===== config.mk =====
export PLATFORM = sky130hd
export DESIGN_NAME = seven_seg_scan
export DESIGN_NICKNAME = d
export VERILOG_FILES = /design/src/rtl/seven_seg_scan_pkg.sv /design/src/rtl/seven_seg_scan_bcd_to_seg.sv /design/src/rtl/seven_seg_scan.sv
export SDC_FILE = /design/constraint.sdc
export NUM_CORES = 1
export LEC_CHECK = 0
export BUFFER_PORTS_ARGS = -buffer_cell sky130_fd_sc_hd__buf_2
export CELL_PAD_IN_SITES_DETAIL_PLACEMENT = 0
export CELL_PAD_IN_SITES_GLOBAL_PLACEMENT = 2
export CORE_ASPECT_RATIO = 1.75
export CORE_MARGIN = 8
export CORE_UTILIZATION = 41
export DETAILED_ROUTE_END_ITERATION = 6
export PLACE_DENSITY = 0.86
export SETUP_SLACK_MARGIN = 0.2
export SYNTH_ARGS = -nofsm -noshare
export SYNTH_HDL_FRONTEND = slang
export SYNTH_HIERARCHICAL = 1
export SYNTH_SLANG_ARGS = --single-unit

===== constraint.sdc =====
create_clock -name clk -period 3.8 [get_ports clk]
set_input_delay 0.57 -clock clk [delete_from_list [all_inputs] [get_ports clk]]
set_output_delay 0.57 -clock clk [all_outputs]
set_load 0.005 [all_outputs]

===== src/rtl/seven_seg_scan_pkg.sv =====
`default_nettype none
// +--------------------------------------------------------------------------+
// | seven_seg_scan_pkg: segment decode table, blank/dash patterns and the    |
// | default refresh divider shared by the scanned display driver.            |
// | Revision: 1.0                                                            |
// +--------------------------------------------------------------------------+
package seven_seg_scan_pkg;

   localparam int unsigned C_REFRESH_DIV_DEFAULT = 100000;

   // Patterns are {g,f,e,d,c,b,a}, active-low
   localparam logic [6:0] C_SEG_BLANK = 7'b1111111;
   localparam logic [6:0] C_SEG_DASH  = 7'b0111111;

   // Entry k of the packed array is the pattern for code k (listed 15 down to 0)
   localparam logic [15:0][6:0] C_SEG_LUT = {
      C_SEG_DASH, C_SEG_DASH, C_SEG_DASH,
      C_SEG_DASH, C_SEG_DASH, C_SEG_DASH,
      7'b0010000,  // 9
      7'b0000000,  // 8
      7'b1111000,  // 7
      7'b0000010,  // 6
      7'b0010010,  // 5
      7'b0011001,  // 4
      7'b0110000,  // 3
      7'b0100100,  // 2
      7'b1111001,  // 1
      7'b1000000   // 0
   };

endpackage
`default_nettype wire


===== src/rtl/seven_seg_scan_bcd_to_seg.sv =====
`default_nettype none
// +--------------------------------------------------------------------------+
// | bcd_to_seg: 4-bit code to active-low seven-segment pattern.              |
// | Revision: 1.0                                                            |
// +--------------------------------------------------------------------------+
module bcd_to_seg
   import seven_seg_scan_pkg::*;
(
   input  logic [3:0] code,
   output logic [6:0] seg
);

   assign seg = C_SEG_LUT[code];

endmodule
`default_nettype wire


===== src/rtl/seven_seg_scan.sv =====
`default_nettype none
// +--------------------------------------------------------------------------+
// | seven_seg_scan: multiplexed BCD display driver with overflow dp latch.   |
// | Optional macro LEADING_ZERO_BLANK_EN blanks leading zero digits.         |
// | Revision: 1.0                                                            |
// +--------------------------------------------------------------------------+
module seven_seg_scan
   import seven_seg_scan_pkg::*;
#(
   parameter int NDIGITS     = 4,
   parameter int REFRESH_DIV = C_REFRESH_DIV_DEFAULT
)(
   input  logic                 clk,
   input  logic                 rst,
   input  logic [NDIGITS*4-1:0] bcd,
   input  logic                 ovf,
   input  logic                 ovf_clr,
   output logic [6:0]           seg,
   output logic                 dp,
   output logic [NDIGITS-1:0]   anode
);

   localparam int CNT_W = $clog2(REFRESH_DIV);
   localparam int IDX_W = (NDIGITS > 1) ? $clog2(NDIGITS) : 1;
   localparam logic [CNT_W-1:0] C_CNT_LAST = CNT_W'(REFRESH_DIV - 1);
   localparam logic [IDX_W-1:0] C_IDX_LAST = IDX_W'(NDIGITS - 1);

   logic [CNT_W-1:0]     r_cnt;
   logic [IDX_W-1:0]     r_idx;
   logic [NDIGITS*4-1:0] r_snap;
   logic                 r_ovf;
   logic                 w_tick;
   logic [3:0]           w_code;
   logic [6:0]           w_dec;
   logic [6:0]           w_seg_nxt;
   logic [NDIGITS-1:0]   w_anode_nxt;

   assign w_tick = (r_cnt == C_CNT_LAST);

   // Snapshot only reloads at the end of a full scan so one scan never mixes values
   always_ff @(posedge clk or negedge rst) begin
      if (!rst) begin
         r_cnt  <= '0;
         r_idx  <= '0;
         r_snap <= '0;
         r_ovf  <= 1'b0;
      end else begin
         if (w_tick) begin
            r_cnt <= '0;
            if (r_idx == C_IDX_LAST) begin
               r_idx  <= '0;
               r_snap <= bcd;
            end else begin
               r_idx <= r_idx + 1'b1;
            end
         end else begin
            r_cnt <= r_cnt + 1'b1;
         end
         if (ovf)
            r_ovf <= 1'b1;
         else if (ovf_clr)
            r_ovf <= 1'b0;
      end
   end

   assign w_code = 4'(r_snap >> {r_idx, 2'b00});

   bcd_to_seg u_bcd_to_seg (
      .code (w_code),
      .seg  (w_dec)
   );

`ifdef LEADING_ZERO_BLANK_EN
   // Digit is a leading zero when it and everything above it is zero
   logic [NDIGITS*4-1:0] w_upper;
   assign w_upper   = r_snap >> {r_idx, 2'b00};
   assign w_seg_nxt = ((r_idx != '0) && (w_upper == '0)) ? C_SEG_BLANK : w_dec;
`else
   assign w_seg_nxt = w_dec;
`endif

   assign w_anode_nxt = ~(NDIGITS'(1) << r_idx);

   always_ff @(posedge clk or negedge rst) begin
      if (!rst) begin
         anode <= '1;
         seg   <= C_SEG_BLANK;
         dp    <= 1'b1;
      end else begin
         anode <= w_anode_nxt;
         seg   <= w_seg_nxt;
         dp    <= ~r_ovf;
      end
   end

endmodule
`default_nettype wire


* Yosys cells after proc, flatten, opt, wreduce, memory -nomap -nowiden
Memories as Yosys holds them, arrays and structs flattened. A register that Yosys moved wholly into a read port is not among the register bits.
Index checks and enable logic that the tools add are counted.
** Storage, ports and cells
- Register bits :: 41
- ROM bits :: 112
- Input port bits :: 20
- Output and inout bits :: 12
- Logic and storage cells :: 22
- Memories kept :: 1
** Cells by class
- $add $sub $neg :: 2
- Eq/ne operators :: 2
- Shift-type cells :: 2
- Multiplexer cells :: 4
- Bitwise logic cells :: 2
- Reduce and logical (&&, ||, !) cells :: 3
** Memory list
- (no name shown) :: depth 16, width 7, read ports 1, clocked after memory_dff 1, wr ports 0, RTL line seven_seg_scan_bcd_to_seg.sv:13 : assign seg = C_SEG_LUT[code];
** Operators with widths (count)
- 17-bit by 1-bit adder with 17-bit output, second input constant :: 1
- 17-bit equality test, second input constant :: 1
- 17-bit two-way mux :: 1
- 16-bit by 4-bit >> shifter with 4-bit output :: 1
- 4-bit NOT :: 1
- 1-bit by 2-bit << shifter with 4-bit output, first input constant :: 1
- 2-bit by 1-bit adder with 2-bit output, second input constant :: 1
- 2-bit equality test, second input constant :: 1
- 1-bit two-way mux :: 2
- 2-bit two-way mux :: 1
- 2-bit AND reduction :: 1
- 2-bit nonzero test :: 1
- 1-bit logical NOT :: 1
- 1-bit NOT :: 1

* Depth between registers and ports, before layout
- Word-level depth :: 2
- Mapped depth :: 7
- Depth with buffers taken out :: 6

* By module
The synthesis kept the hierarchy.
** Modules (own cells, without submodules)
- seven_seg_scan :: times used 1, cells an instance 144, area each 2031.9 um^2, seq. area each 1216.2 um^2
- bcd_to_seg :: times used 1, cells an instance 33, area each 205.2 um^2, seq. area each 0.0 um^2

* Worst setup path after synthesis
Ideal clock, no wire load.
- Path kind :: register to register
- From :: register r_cnt[11]
- To :: register r_snap[10]
- Library setup time :: 0.125 ns
- Arrival :: 1.927 ns
- Required time :: 3.675 ns
- Slack :: 1.748 ns
- Cell stages (with the launch flop) :: 6
- Buffers on the path :: 1
- Period minus slack after synthesis :: 2.052 ns
- Cell sequence :: dfrtp_1 -> or4_4 -> nor4_4 -> nand2_4 -> buf_6 -> mux2_4
** On the way
- Word-level cells in the longest chain between the ends :: 2
** RTL lines
- start, declared :: RTL line seven_seg_scan.sv:28 : logic [CNT_W-1:0] r_cnt;
- start signal, assigned :: RTL line seven_seg_scan.sv:57 : r_cnt <= r_cnt + 1'b1;
- 17-bit equality test :: RTL line seven_seg_scan.sv:38 : assign w_tick = (r_cnt == C_CNT_LAST);
- 2-bit AND reduction (no source line)
- end signal, assigned :: RTL line seven_seg_scan.sv:45 : r_snap <= '0;
- end signal, assigned :: RTL line seven_seg_scan.sv:52 : r_snap <= bcd;
- end, declared :: RTL line seven_seg_scan.sv:30 : logic [NDIGITS*4-1:0] r_snap;
Every way passes these cells.
A chain may end at the register's enable or synchronous reset.

* Worst setup path after layout
- From :: register r_cnt[11]
- To :: register r_snap[5]
The elaborated chain is that of the path after synthesis.

==> key figures <==
Critical path
  • CP required: 3.99 ns
  • Crit-path cells: or4_4 > nor4_4 > buf_4 > nand2_4 > mux2_4
  • Crit end category: flip-flop
  • Critical path startpoint category: flip-flop
  • CP Max Fanout: 16
  • Crit Path Category: flip-flop to flip-flop
  • CP max stage cell: or4_4
  • Max incr delay on CP: 0.56 ns
  • Reg2Reg Depth: 5
  • Worst EP arrival: 2.34 ns

Logic synthesis
  • Post-synthesis async set-or-reset flop share: 1.00
  • Mapped Avg Cell Area: 12.6 sq um
  • Warnings from Yosys: 6
  • Leading area contributor after synthesis: dfrtp_1
  • Most frequently used flop master after synthesis: dfrtp_1
  • Cell Area, Synth: 0.00224 sq mm
  • Synth unique cells: 37
  • EDFF count, synth: 0
  • Syn nets: 207
  • Yosys reg bits: 48
  • Top cells by area, synth: dfrtp_1 (40%), dfstp_2 (14%), mux2_4 (6.7%)
  • Seq/Total Area, Yosys: 0.544
  • Post-Synthesis Cells: 177
  • Post-synth top area share: 0.403

GRT
  • Vias in the first global route: 1511
  • Overflow after GRT: 0
  • Initial antenna violation count: 0
  • Global-route wire length before repair: 7110 um
  • GRT Util Overall: 0.113
  • Pin count of the biggest net entering global routing: 28

CTS
  • Root Buffer: clkbuf_8
  • Post-CTS setup buffers: 0
  • CTS Buffer Depth: 2
  • # clock sinks: 48
  • CTS H-Tree Depth: 2
  • TritonCTS Buffers: 5
  • Worst-path clk slew: 0.09 ns
  • Latest clock arrival within the worst-skew pair: 0.30 ns
  • CTS tree: built
  • Post-cts sizing count: 0
  • CTS Hold Bufs: 0

Placement
  • Post-Place Worst Slack: 1.66 ns
  • Inst Count DP: 260
  • Dpl hpwl: 3140 um
  • Final Wtd Congestion: 0.757
  • # port buffers: 31

Floorplan
  • Die width: 71.8 um
  • Core Box Area: 0.00526 sq mm
  • Initial core utilization: 0.426
  • Die area: 0.00817 sq mm
  • I/O pin cnt: 32
  • DIE HEIGHT: 114 um
  • Cell row count: 35

Power
  • Worst vdd ir: 0.188 mV
  • P_leak: 0.00120 uW
  • Cell Pwr Density: 363 mW/mm^2

Route
  • Post-route ant nets: 0
  • DR vias: 1412
  • Drc violations: 0
  • WL final: 4130 um
  • 1st-iter DRT viols: 69
  • DR pass1 iterations: 4
  • Via density: 5.27
  • Routed length per instance: 15.4 um

Cells and area
  • Final cell count without fillers: 268
  • Area of the multi-input gates: 948 sq um
  • Nets: 242
  • Flip-flop and latch area: 0.00122 sq mm
  • Ant diodes: 0
  • Commonest non-fill, non-tap cell in the layout: dfrtp_1
  • Filler Cell Count: 492
  • Layout cells sized above 1: 0.371
  • Most frequent cells in the layout: dfrtp_1 (36), buf_2 (31), nor2_1 (16)
  • Layout area overhead: 13.4%

STA
  • Final hold vios: 0
  • Slew @ Worst Pin: 0.497 ns
  • Worst Skew: 0.00833 ns
  • PnR worst setup slack: 1.65 ns
  • Max Freq: 465 MHz
  • Unrepaired setup endpoints after global routing: no
  • Fin crit period: 2.15 ns
  • Worst slew margin relative to its limit: 0.669
  • Finish-stage setup viols: 0
  • Final Hold Slack: 0.220 ns
  • Setup TNS: 0 ns
  • Final Slew Violations: 0
  • Tcrit/Tclk final: 0.566

Run
  • Max_cap viols: 0

Hold path
  • Hold WC Path Type: primary input to async pin

Outcome
  • Status: finished clean
[cell families (layout without fill, tap and decap cells)]
kind of cell | Yosys count | in the layout | share of synthesized area
and+or+nand+nor | 58 | 58 | 0.145
xor gates and xnor gates | 14 | 14 | 0.0548
buffers and inverters | 15 | 51 | 0.0324
DFF | 48 | 48 | 0.544
muxes | 20 | 20 | 0.138
adders and majority gates | 10 | 10 | 0.0559
AOI/OAI and AO/OA | 12 | 12 | 0.0308
[report_power, final]
group	internal, uW	total [uW]	switching, uW
clock network	149	322	173
logic	31.1	61.4	30.3
registers	532	537	5.87
total	712	921	209
[worst max-delay path: cells and delay by family, from the launching register on]
family,cells,cell delay (ns)
DFF,1,0.43
buffers and inverters,1,0.24
muxes,1,0.35
and+or+nand+nor,3,1.02
[final cells by class]
cell class	instances	share of cell area
clock inverters	2	0.00542
repair buffers	33	0.0671
flip-flops and latches	48	0.479
clock buffers	6	0.0325
multi-input cells	114	0.374
inverters	10	0.0148
well taps	55	0.0271
[Yosys cell counts, drive strengths merged (3+ instances only)]
cell type / n
buf: 3
a21oi: 5
nand4: 4
mux2: 16
o21ai: 5
nand3: 7
mux4: 4
dfrtp: 36
inv: 10
dfstp: 12
xor2: 3
xnor2: 11
nand2: 12
and3: 3
ha: 10
nor2: 16
[flip-flops by register name, indices dropped and copies added, names as in the netlist]
name	count
dp	1
r_snap	16
anode	4
r_cnt	17
r_idx	2
r_ovf	1
seg	7
[path summary, 6_finish.rpt]
kind / from / to / slack (ns)
max: r_cnt[11]$_DFF_PN0_ / r_snap[5]$_DFFE_PN0P_ / 1.65
max in group asynchronous: rst / seg[2]$_DFF_PN1_ / 2.81
max reg2reg: r_cnt[11]$_DFF_PN0_ / r_snap[5]$_DFFE_PN0P_ / 1.65
min: rst / r_snap[6]$_DFFE_PN0P_ / 0.22
min reg2reg: r_ovf$_DFFE_PN0P_ / dp$_DFF_PN1_ / 0.37
min in group clk: r_ovf$_DFFE_PN0P_ / dp$_DFF_PN1_ / 0.37
[routing by layer]
layer  vias to the layer above  global-route usage  share of wire
met5                         -                   0              0
met3                         7              0.0369          0.047
li1                        669                   -              -
met2                        32               0.201           0.55
met1                       704               0.116           0.38
met4                         0              0.0494          0.020
[per-stage QoR]
| stage | util | instance area [sq um] | total power [uW] |
|---|---|---|---|
| finish | 0.483 | 2540 | 921 |
| detailed placement | 0.465 | 2440 | 611 |
| global route | 0.483 | 2540 | 964 |
| floorplan | - | 2240 | 578 |
| global placement | 0.465 | 2440 | 610 |
| CTS | 0.483 | 2540 | 940 |
Note: power is estimated with default switching activity, not from simulation.
